[src/rtl/mips_alu_seq_if.sv]
// Handshake/operand bundle between the execute stage and mips_alu_seq.
// master: pipeline side (issues ops, consumes results); slave: the ALU.
interface mips_alu_seq_if #(
  parameter int SIZE = 32
);
  logic            in_valid;
  logic            in_ready;
  logic [3:0]      ALUOp;
  logic [SIZE-1:0] a;
  logic [SIZE-1:0] b;
  logic            out_valid;
  logic            out_ready;
  logic [SIZE-1:0] outCalc;
  logic [SIZE-1:0] hi;
  logic            zero;
  logic            overflow;
  logic            div_zero;

  modport master (
    output in_valid, ALUOp, a, b, out_ready,
    input  in_ready, out_valid, outCalc, hi, zero, overflow, div_zero
  );

  modport slave (
    input  in_valid, ALUOp, a, b, out_ready,
    output in_ready, out_valid, outCalc, hi, zero, overflow, div_zero
  );
endinterface

[src/rtl/mips_alu_seq.sv]
// Multi-cycle MIPS execute-stage ALU.
// Single-cycle logic/arith ops complete on the accepting edge; MULT/MULTU run a
// shift-add loop on operand magnitudes, one bit per cycle, into HI/LO.
// Optional feature macro: MIPS_ALU_DIV_EN enables DIV/DIVU (restoring divider).
// Without it DIV/DIVU behave as unknown opcodes and no divider is built.
module mips_alu_seq #(
  parameter int SIZE  = 32,
  parameter int CNT_W = 6
) (
  input logic           clk,
  input logic           rst_n,
  mips_alu_seq_if.slave bus
);

  localparam logic [3:0] OP_AND   = 4'b0000;
  localparam logic [3:0] OP_OR    = 4'b0001;
  localparam logic [3:0] OP_ADD   = 4'b0010;
  localparam logic [3:0] OP_SUB   = 4'b0110;
  localparam logic [3:0] OP_SLT   = 4'b0111;
  localparam logic [3:0] OP_NOR   = 4'b1100;
  localparam logic [3:0] OP_MULT  = 4'b1000;
  localparam logic [3:0] OP_MULTU = 4'b1001;
`ifdef MIPS_ALU_DIV_EN
  localparam logic [3:0] OP_DIV   = 4'b1010;
  localparam logic [3:0] OP_DIVU  = 4'b1011;
`endif

  localparam logic [CNT_W-1:0] CNT_LAST = CNT_W'(SIZE - 1);

  typedef enum logic [1:0] {
    S_IDLE = 2'd0,
    S_BUSY = 2'd1,
    S_DONE = 2'd2
  } state_t;

  state_t            state_q, state_d;
  logic [CNT_W-1:0]  cnt_q, cnt_d;
  logic [SIZE-1:0]   lo_q, lo_d;
  logic [SIZE-1:0]   hi_q, hi_d;
  logic              ovf_q, ovf_d;
  logic              dz_q, dz_d;
  // Iteration datapath: work_q holds {partial product, multiplier} for
  // multiplication or {partial remainder, dividend/quotient} for division.
  logic [2*SIZE-1:0] work_q, work_d;
  logic [SIZE-1:0]   mcand_q, mcand_d;
  logic              neg_lo_q, neg_lo_d;
`ifdef MIPS_ALU_DIV_EN
  logic              neg_hi_q, neg_hi_d;
  logic              is_div_q, is_div_d;
`endif

  // ---------------- single-cycle datapath (from live inputs) ----------------
  logic [SIZE-1:0] sum_w, diff_w;
  logic            add_ovf_w, sub_ovf_w, slt_w;
  logic            op_signed_w;
  logic [SIZE-1:0] a_mag_w, b_mag_w;

  assign sum_w       = bus.a + bus.b;
  assign diff_w      = bus.a - bus.b;
  assign add_ovf_w   = (bus.a[SIZE-1] == bus.b[SIZE-1]) && (sum_w[SIZE-1] != bus.a[SIZE-1]);
  assign sub_ovf_w   = (bus.a[SIZE-1] != bus.b[SIZE-1]) && (diff_w[SIZE-1] != bus.a[SIZE-1]);
  assign slt_w       = $signed(bus.a) < $signed(bus.b);
  // MULT and DIV have opcode bit 0 clear; the unsigned variants have it set.
  assign op_signed_w = ~bus.ALUOp[0];
  // Magnitude of the most negative value is 2**(SIZE-1), which still fits unsigned.
  assign a_mag_w     = (op_signed_w && bus.a[SIZE-1]) ? -bus.a : bus.a;
  assign b_mag_w     = (op_signed_w && bus.b[SIZE-1]) ? -bus.b : bus.b;

  // ---------------- shift-add multiplier step ----------------
  logic [SIZE:0]     mul_sum_w;
  logic [2*SIZE-1:0] mul_next_w, prod_fix_w;

  assign mul_sum_w  = {1'b0, work_q[2*SIZE-1:SIZE]} + {1'b0, mcand_q};
  assign mul_next_w = work_q[0] ? {mul_sum_w, work_q[SIZE-1:1]}
                                : {1'b0, work_q[2*SIZE-1:1]};
  assign prod_fix_w = neg_lo_q ? -mul_next_w : mul_next_w;

`ifdef MIPS_ALU_DIV_EN
  // ---------------- restoring divider step ----------------
  logic [SIZE:0]     rem_sh_w;
  logic [SIZE-1:0]   trial_w;
  logic              q_bit_w;
  logic [2*SIZE-1:0] div_next_w;
  logic [SIZE-1:0]   quo_fix_w, rem_fix_w;

  assign rem_sh_w   = {work_q[2*SIZE-1:SIZE], work_q[SIZE-1]};
  assign q_bit_w    = (rem_sh_w >= {1'b0, mcand_q});
  // Only used when the subtraction fits, so the top bit is known to be zero.
  assign trial_w    = rem_sh_w[SIZE-1:0] - mcand_q;
  assign div_next_w = {(q_bit_w ? trial_w : rem_sh_w[SIZE-1:0]),
                       work_q[SIZE-2:0], q_bit_w};
  assign quo_fix_w  = neg_lo_q ? -div_next_w[SIZE-1:0] : div_next_w[SIZE-1:0];
  assign rem_fix_w  = neg_hi_q ? -div_next_w[2*SIZE-1:SIZE] : div_next_w[2*SIZE-1:SIZE];
`endif

  // Next-state and datapath update; every register holds unless touched below.
  always_comb begin
    state_d  = state_q;
    cnt_d    = cnt_q;
    lo_d     = lo_q;
    hi_d     = hi_q;
    ovf_d    = ovf_q;
    dz_d     = dz_q;
    work_d   = work_q;
    mcand_d  = mcand_q;
    neg_lo_d = neg_lo_q;
`ifdef MIPS_ALU_DIV_EN
    neg_hi_d = neg_hi_q;
    is_div_d = is_div_q;
`endif

    case (state_q)
      S_IDLE: begin
        if (bus.in_valid) begin
          cnt_d   = '0;
          ovf_d   = 1'b0;
          dz_d    = 1'b0;
          state_d = S_DONE;
          case (bus.ALUOp)
            OP_AND: lo_d = bus.a & bus.b;
            OP_OR:  lo_d = bus.a | bus.b;
            OP_NOR: lo_d = ~(bus.a | bus.b);
            OP_ADD: begin
              lo_d  = sum_w;
              ovf_d = add_ovf_w;
            end
            OP_SUB: begin
              lo_d  = diff_w;
              ovf_d = sub_ovf_w;
            end
            OP_SLT: lo_d = {{(SIZE-1){1'b0}}, slt_w};
            OP_MULT, OP_MULTU: begin
              mcand_d  = a_mag_w;
              work_d   = {{SIZE{1'b0}}, b_mag_w};
              neg_lo_d = op_signed_w && (bus.a[SIZE-1] ^ bus.b[SIZE-1]);
`ifdef MIPS_ALU_DIV_EN
              is_div_d = 1'b0;
`endif
              state_d  = S_BUSY;
            end
`ifdef MIPS_ALU_DIV_EN
            OP_DIV, OP_DIVU: begin
              if (bus.b == '0) begin
                // Division by zero skips the loop entirely.
                lo_d = '0;
                hi_d = bus.a;
                dz_d = 1'b1;
              end else begin
                mcand_d  = b_mag_w;
                work_d   = {{SIZE{1'b0}}, a_mag_w};
                neg_lo_d = op_signed_w && (bus.a[SIZE-1] ^ bus.b[SIZE-1]);
                neg_hi_d = op_signed_w && bus.a[SIZE-1];
                is_div_d = 1'b1;
                state_d  = S_BUSY;
              end
            end
`endif
            default: lo_d = '0;
          endcase
        end
      end

      S_BUSY: begin
        cnt_d = cnt_q + CNT_W'(1);
`ifdef MIPS_ALU_DIV_EN
        work_d = is_div_q ? div_next_w : mul_next_w;
`else
        work_d = mul_next_w;
`endif
        if (cnt_q == CNT_LAST) begin
          // Last iteration: apply the result sign and publish HI/LO.
          cnt_d   = '0;
          state_d = S_DONE;
`ifdef MIPS_ALU_DIV_EN
          if (is_div_q) begin
            lo_d = quo_fix_w;
            hi_d = rem_fix_w;
          end else begin
            lo_d = prod_fix_w[SIZE-1:0];
            hi_d = prod_fix_w[2*SIZE-1:SIZE];
          end
`else
          lo_d = prod_fix_w[SIZE-1:0];
          hi_d = prod_fix_w[2*SIZE-1:SIZE];
`endif
        end
      end

      S_DONE: begin
        // No same-cycle re-accept: in_ready is low here, so one bubble per op.
        if (bus.out_ready) state_d = S_IDLE;
      end

      default: state_d = S_IDLE;
    endcase
  end

  // State and datapath registers with synchronous active-low reset.
  always_ff @(posedge clk) begin
    if (!rst_n) begin
      state_q  <= S_IDLE;
      cnt_q    <= '0;
      lo_q     <= '0;
      hi_q     <= '0;
      ovf_q    <= 1'b0;
      dz_q     <= 1'b0;
      work_q   <= '0;
      mcand_q  <= '0;
      neg_lo_q <= 1'b0;
`ifdef MIPS_ALU_DIV_EN
      neg_hi_q <= 1'b0;
      is_div_q <= 1'b0;
`endif
    end else begin
      state_q  <= state_d;
      cnt_q    <= cnt_d;
      lo_q     <= lo_d;
      hi_q     <= hi_d;
      ovf_q    <= ovf_d;
      dz_q     <= dz_d;
      work_q   <= work_d;
      mcand_q  <= mcand_d;
      neg_lo_q <= neg_lo_d;
`ifdef MIPS_ALU_DIV_EN
      neg_hi_q <= neg_hi_d;
      is_div_q <= is_div_d;
`endif
    end
  end

  assign bus.in_ready  = (state_q == S_IDLE);
  assign bus.out_valid = (state_q == S_DONE);
  assign bus.outCalc   = lo_q;
  assign bus.hi        = hi_q;
  assign bus.zero      = (lo_q == '0);
  assign bus.overflow  = ovf_q;
  assign bus.div_zero  = dz_q;

endmodule
[src/flat_wrapper.sv]
// flat-port wrapper written by rule: the top's interface ports become plain ports
module mips_alu_seq_flat 
#(
  parameter int SIZE  = 32,
  parameter int CNT_W = 6
)
  (clk, rst_n, bus_in_valid, bus_ALUOp, bus_a, bus_b, bus_out_ready, bus_in_ready, bus_out_valid, bus_outCalc, bus_hi, bus_zero, bus_overflow, bus_div_zero);
  mips_alu_seq_if #(.SIZE(SIZE)) bus_i ();
  input logic clk;
  input logic rst_n;
  input wire logic [$bits(bus_i.in_valid)-1:0] bus_in_valid;
  input wire logic [$bits(bus_i.ALUOp)-1:0] bus_ALUOp;
  input wire logic [$bits(bus_i.a)-1:0] bus_a;
  input wire logic [$bits(bus_i.b)-1:0] bus_b;
  input wire logic [$bits(bus_i.out_ready)-1:0] bus_out_ready;
  output wire logic [$bits(bus_i.in_ready)-1:0] bus_in_ready;
  output wire logic [$bits(bus_i.out_valid)-1:0] bus_out_valid;
  output wire logic [$bits(bus_i.outCalc)-1:0] bus_outCalc;
  output wire logic [$bits(bus_i.hi)-1:0] bus_hi;
  output wire logic [$bits(bus_i.zero)-1:0] bus_zero;
  output wire logic [$bits(bus_i.overflow)-1:0] bus_overflow;
  output wire logic [$bits(bus_i.div_zero)-1:0] bus_div_zero;
  assign bus_i.in_valid = bus_in_valid;
  assign bus_i.ALUOp = bus_ALUOp;
  assign bus_i.a = bus_a;
  assign bus_i.b = bus_b;
  assign bus_i.out_ready = bus_out_ready;
  assign bus_in_ready = bus_i.in_ready;
  assign bus_out_valid = bus_i.out_valid;
  assign bus_outCalc = bus_i.outCalc;
  assign bus_hi = bus_i.hi;
  assign bus_zero = bus_i.zero;
  assign bus_overflow = bus_i.overflow;
  assign bus_div_zero = bus_i.div_zero;
  mips_alu_seq #(.SIZE(SIZE), .CNT_W(CNT_W)) u_core (.clk(clk), .rst_n(rst_n), .bus(bus_i));
endmodule
[config.mk]
export PLATFORM = sky130hd
export DESIGN_NAME = mips_alu_seq_flat
export DESIGN_NICKNAME = d
export VERILOG_FILES = /design/src/rtl/mips_alu_seq_if.sv /design/src/rtl/mips_alu_seq.sv /design/src/flat_wrapper.sv
export SDC_FILE = /design/constraint.sdc
export NUM_CORES = 1
export LEC_CHECK = 0
export CAP_MARGIN = 15
export CELL_PAD_IN_SITES_DETAIL_PLACEMENT = 1
export CELL_PAD_IN_SITES_GLOBAL_PLACEMENT = 1
export CORE_MARGIN = 2
export CORE_UTILIZATION = 30
export CTS_CLUSTER_SIZE = 24
export DETAILED_ROUTE_END_ITERATION = 16
export PLACE_DENSITY_LB_ADDON = 0.05
export SYNTH_ARGS = -nofsm -noshare
export SYNTH_HDL_FRONTEND = slang
export SYNTH_SLANG_ARGS = --single-unit
[constraint.sdc]
create_clock -name clk -period 4.7 [get_ports clk]
set_input_delay 0.94 -clock clk [delete_from_list [all_inputs] [get_ports clk]]
set_output_delay 0.94 -clock clk [all_outputs]
set_load 0.02 [all_outputs]
==> metrics.md <==
| Metric | Value |
|---|---|
| Mapped Avg Cell Area | `7.18 um^2` |
| Synth Instances | `about 2,200` |
| FF-to-FF End | `u_core.bus.hi[23]` |
| Synth Area in Simple Gates | `0.217` |
| Clock H-tree levels | `4` |
| HP Class | `flip-flop to flip-flop` |
| Rel. slew slack | `0.189` |
| GRT Total Usage | `0.276` |
| Critical Path RT | `about 5.1 ns` |
| First-pass GRT wire length | `about 120,000 um` |
| Antenna diode count | `0` |
| Vias in the first global route | `18,100` |
| Critical path class | `flip-flop to flip-flop` |
| Critical path endpoint | `u_core.bus.hi[23]` |
| Initial DRC count | `1,340` |
| Post-synth ARST share | `0` |
| Die area | `0.0557 mm^2` |
| Initial antenna violation count | `2` |
| Drt wl/cell | `around 25 um` |
| Drt drc | `0` |
| Final ANT Viol Nets | `0` |
| Crit. Startpoint | `u_core.work_q[32]` |
| Clock slew seen by the registers of the worst setup and hold paths | `approximately 0.080 ns` |
| Sequential area share after synthesis | `0.211` |
| Drt first pass iters | `5` |
| Min Tclk post-route | `4.48 ns` |
| Max Cap Violations | `0` |
| Reg2Reg Setup Slack | `approximately 0.22 ns` |
| Starting density of the core | `0.302` |
| Post-DP HPWL | `just over 60,000 um` |
| Post-synth EDFFs | `0` |
| Largest net degree at the start of global routing | `slightly below 70` |
| Port Buffers | `139` |
| Commonest cells after routing, fill and taps aside | `nor2_1 (279), a21oi_1 (212), nand2_1 (185), dfxtp_1 (168), o21ai_0 (148)` |
| DR vias/cell | `5.77` |
| P_leak | `approximately 7.4 nW` |
| Total wire length | `a little under 80,000 um` |
| Vias | `17,900` |
| Clk buf depth | `2` |
| Clock latency at the later pin of the worst-skew pair | `approximately 0.47 ns` |
| Xor and xnor area share after synthesis | `0.0830` |
| Ys flop type | `dfxtp_1` |
| Crit-path max FO | `6` |
| Fraction of layout cells with a size suffix above 1 | `0.0912` |
| CP Data Arrival Time | `around 5 ns` |
| Post-Layout Cell Count | `roughly 3,100` |
| Post-synth top area share | `0.211` |
| Flops & latches, synth | `170` |
| Core area | `approximately 0.053 mm^2` |
| Commonest non-fill, non-tap cell in the layout | `nor2_1` |
| Reg area | `between 0.003 and 0.004 mm^2` |
| RR Startpoint | `u_core.work_q[32]` |
| Hold_buf cts | `0` |
| Final critical-path share of the clock period | `0.953` |
| Setup WS pre-CTS | `-0.0640 ns` |
| CTS Root Cell | `clkbuf_16` |
| Post-synth top area cell | `dfxtp_1` |
| Fin. max-slew vios | `0` |
| Die height | `roughly 240 um` |
| IR Drop Worst-Case VDD | `~260 uV` |
| Mux share of post-synthesis cell area | `0.00891` |
| Largest family of logic cells by synthesized area | `compound AO/OA/AOI/OAI gates` |
| Remaining Overflow, GRT | `0` |
| CTS tree | `done` |
| Synthesis-to-layout area growth | `21.0%` |
| Status | `finished clean` |
| Post-Synthesis Net Count | `2,455` |
| Row count | `between 80 and 90` |
| Final setup margin | `approximately 0.22 ns` |
| # fillers | `around 6,700` |
| Reg2Reg Depth | `13` |
| Synth top area cells | `dfxtp_1 (21%), ha_1 (10%), a21oi_1 (6.6%), nor2_1 (6.6%), xnor2_1 (6.0%)` |
| Final #Nets | `2,606` |
| Unique masters post-synth | `slightly above 90` |
| PwrDens | `232 mW/mm^2` |
| CTS Sinks | `170` |
| Final hold vios | `0` |
| Num ports | `~140` |
| Crit start category | `flip-flop` |
| Adder-cell share of the synthesized area | `0.106` |
| Syn. warnings | `0` |
| Mapped Area | `approximately 0.016 mm^2` |
| Clock Skew | `between 0.015 and 0.02 ns` |
| Setup repair after global routing missed its margin | `false` |
| Placed cells | `slightly above 3,000` |
| Routability congestion estimate | `0.918` |
| CP endpoint kind | `flip-flop` |
| Worst slew pin tran | `approximately 1.2 ns` |
| Die width | `around 240 um` |
| Cts bufs inserted | `17` |
| Compound-cell area share of the yosys netlist | `0.313` |
| Area of the multi-input gates | `around 0.012 mm^2` |
| Max Fclk | `223 MHz` |
| Final setup vio count | `0` |
## synth_stat cells (23+ instances only)
cell      count
xnor2_1     111
nand2b_1     25
a21o_1       26
nand4_1      26
or3_1        23
a31oi_1      33
nand3_1      57
inv_1       111
a21oi_1     213
ha_1        132
a211oi_1     68
nor4_1       33
clkbuf_1    114
o21ai_0     149
xor2_1       42
o31ai_1      32
nand2_1     185
dfxtp_1     170
a221oi_1     28
nor2_1      282
nor3_1       43
## how the worst min path moves through the flow
stage	from	to	depth (start not counted)
floorplan	u_core.mcand_q[31]	u_core.mcand_q[31]	2
global placement	u_core.bus.hi[5]	u_core.bus.hi[5]	2
detailed placement	u_core.bus.hi[24]	u_core.bus.hi[24]	2
CTS	u_core.bus.hi[24]	u_core.bus.hi[24]	2
global route	u_core.bus.hi[24]	u_core.bus.hi[24]	2
finish	u_core.bus.hi[24]	u_core.bus.hi[24]	2
## stage by stage
step / util / hold slack (ns) / instance area [um^2] / setup TNS [ns] / power (mW)
finish: 0.365 / 0.453 / 19500 / 0 / 4.53
floorplan: - / 0.436 / 16100 / 0 / 2.37
global route: 0.365 / 0.481 / 19500 / 0 / 4.73
detailed placement: 0.354 / 0.448 / 18900 / -0.0654 / 3.03
CTS: 0.365 / 0.459 / 19500 / 0 / 4.56
global placement: 0.354 / 0.441 / 18900 / 0 / 3.02
## where the power goes
| part | switching (mW) | internal (mW) | leakage [nW] |
|---|---|---|---|
| combinational | 0.925 | 0.545 | 5.77 |
| sequential | 0.0649 | 1.49 | 1.38 |
| clock | 0.746 | 0.761 | 0.294 |
## per-layer routing
| layer | vias to the layer above | share of wire | global-route usage |
|---|---|---|---|
| li1 | 8519 | - | - |
| met2 | 405 | 0.46 | 0.458 |
| met1 | 8904 | 0.47 | 0.372 |
| met4 | 2 | 0.030 | 0.0921 |
| met5 | - | 0.00017 | 0 |
| met3 | 88 | 0.041 | 0.0303 |
## flip-flops by register name (all words and copies together), names as in the netlist
| register | flops |
|---|---|
| u_core.bus.hi | 32 |
| u_core.bus.outCalc | 32 |
| u_core.bus.overflow | 1 |
| u_core.cnt_q | 6 |
| u_core.mcand_q | 32 |
| u_core.neg_lo_q | 1 |
| u_core.state_q | 2 |
| u_core.work_q | 64 |
## critical path, cell delays in order (launching register included)
cell and delay [ns]:
dfxtp_1 0.36, ha_1 0.24, fa_1 0.46, a211oi_2 0.42, o21a_1 0.22, nor3_1 0.06
nor3_1 0.37, o2111ai_1 0.25, or3_1 0.50, or4_1 0.66, o31ai_1 0.34, xnor2_1 0.27
nand2_1 0.13, a21oi_1 0.15
## layout make-up
| class | count | share of cell area |
|---|---|---|
| Clock inverter | 15 | 0.00877 |
| Inverter | 116 | 0.0224 |
| Tap cell | 696 | 0.0446 |
| Timing Repair Buffer | 276 | 0.124 |
| Sequential cell | 170 | 0.174 |
| Clock buffer | 17 | 0.0218 |
| Multi-Input combinational cell | 1818 | 0.604 |
## logic make-up after synthesis
group / Yosys count
compound gates: 763
simple gates: 752
buf+inv: 260
flops: 170
xor+xnor: 153
fa+ha+maj: 135
mux: 14
other cells: 1
## what timing repair did
item,CTS,global route
setup buffers,0,0
hold endpoints to repair,0,0
endpoints found under the setup margin,0,1
resized for setup,0,1
(Power assumes the default switching activity.)
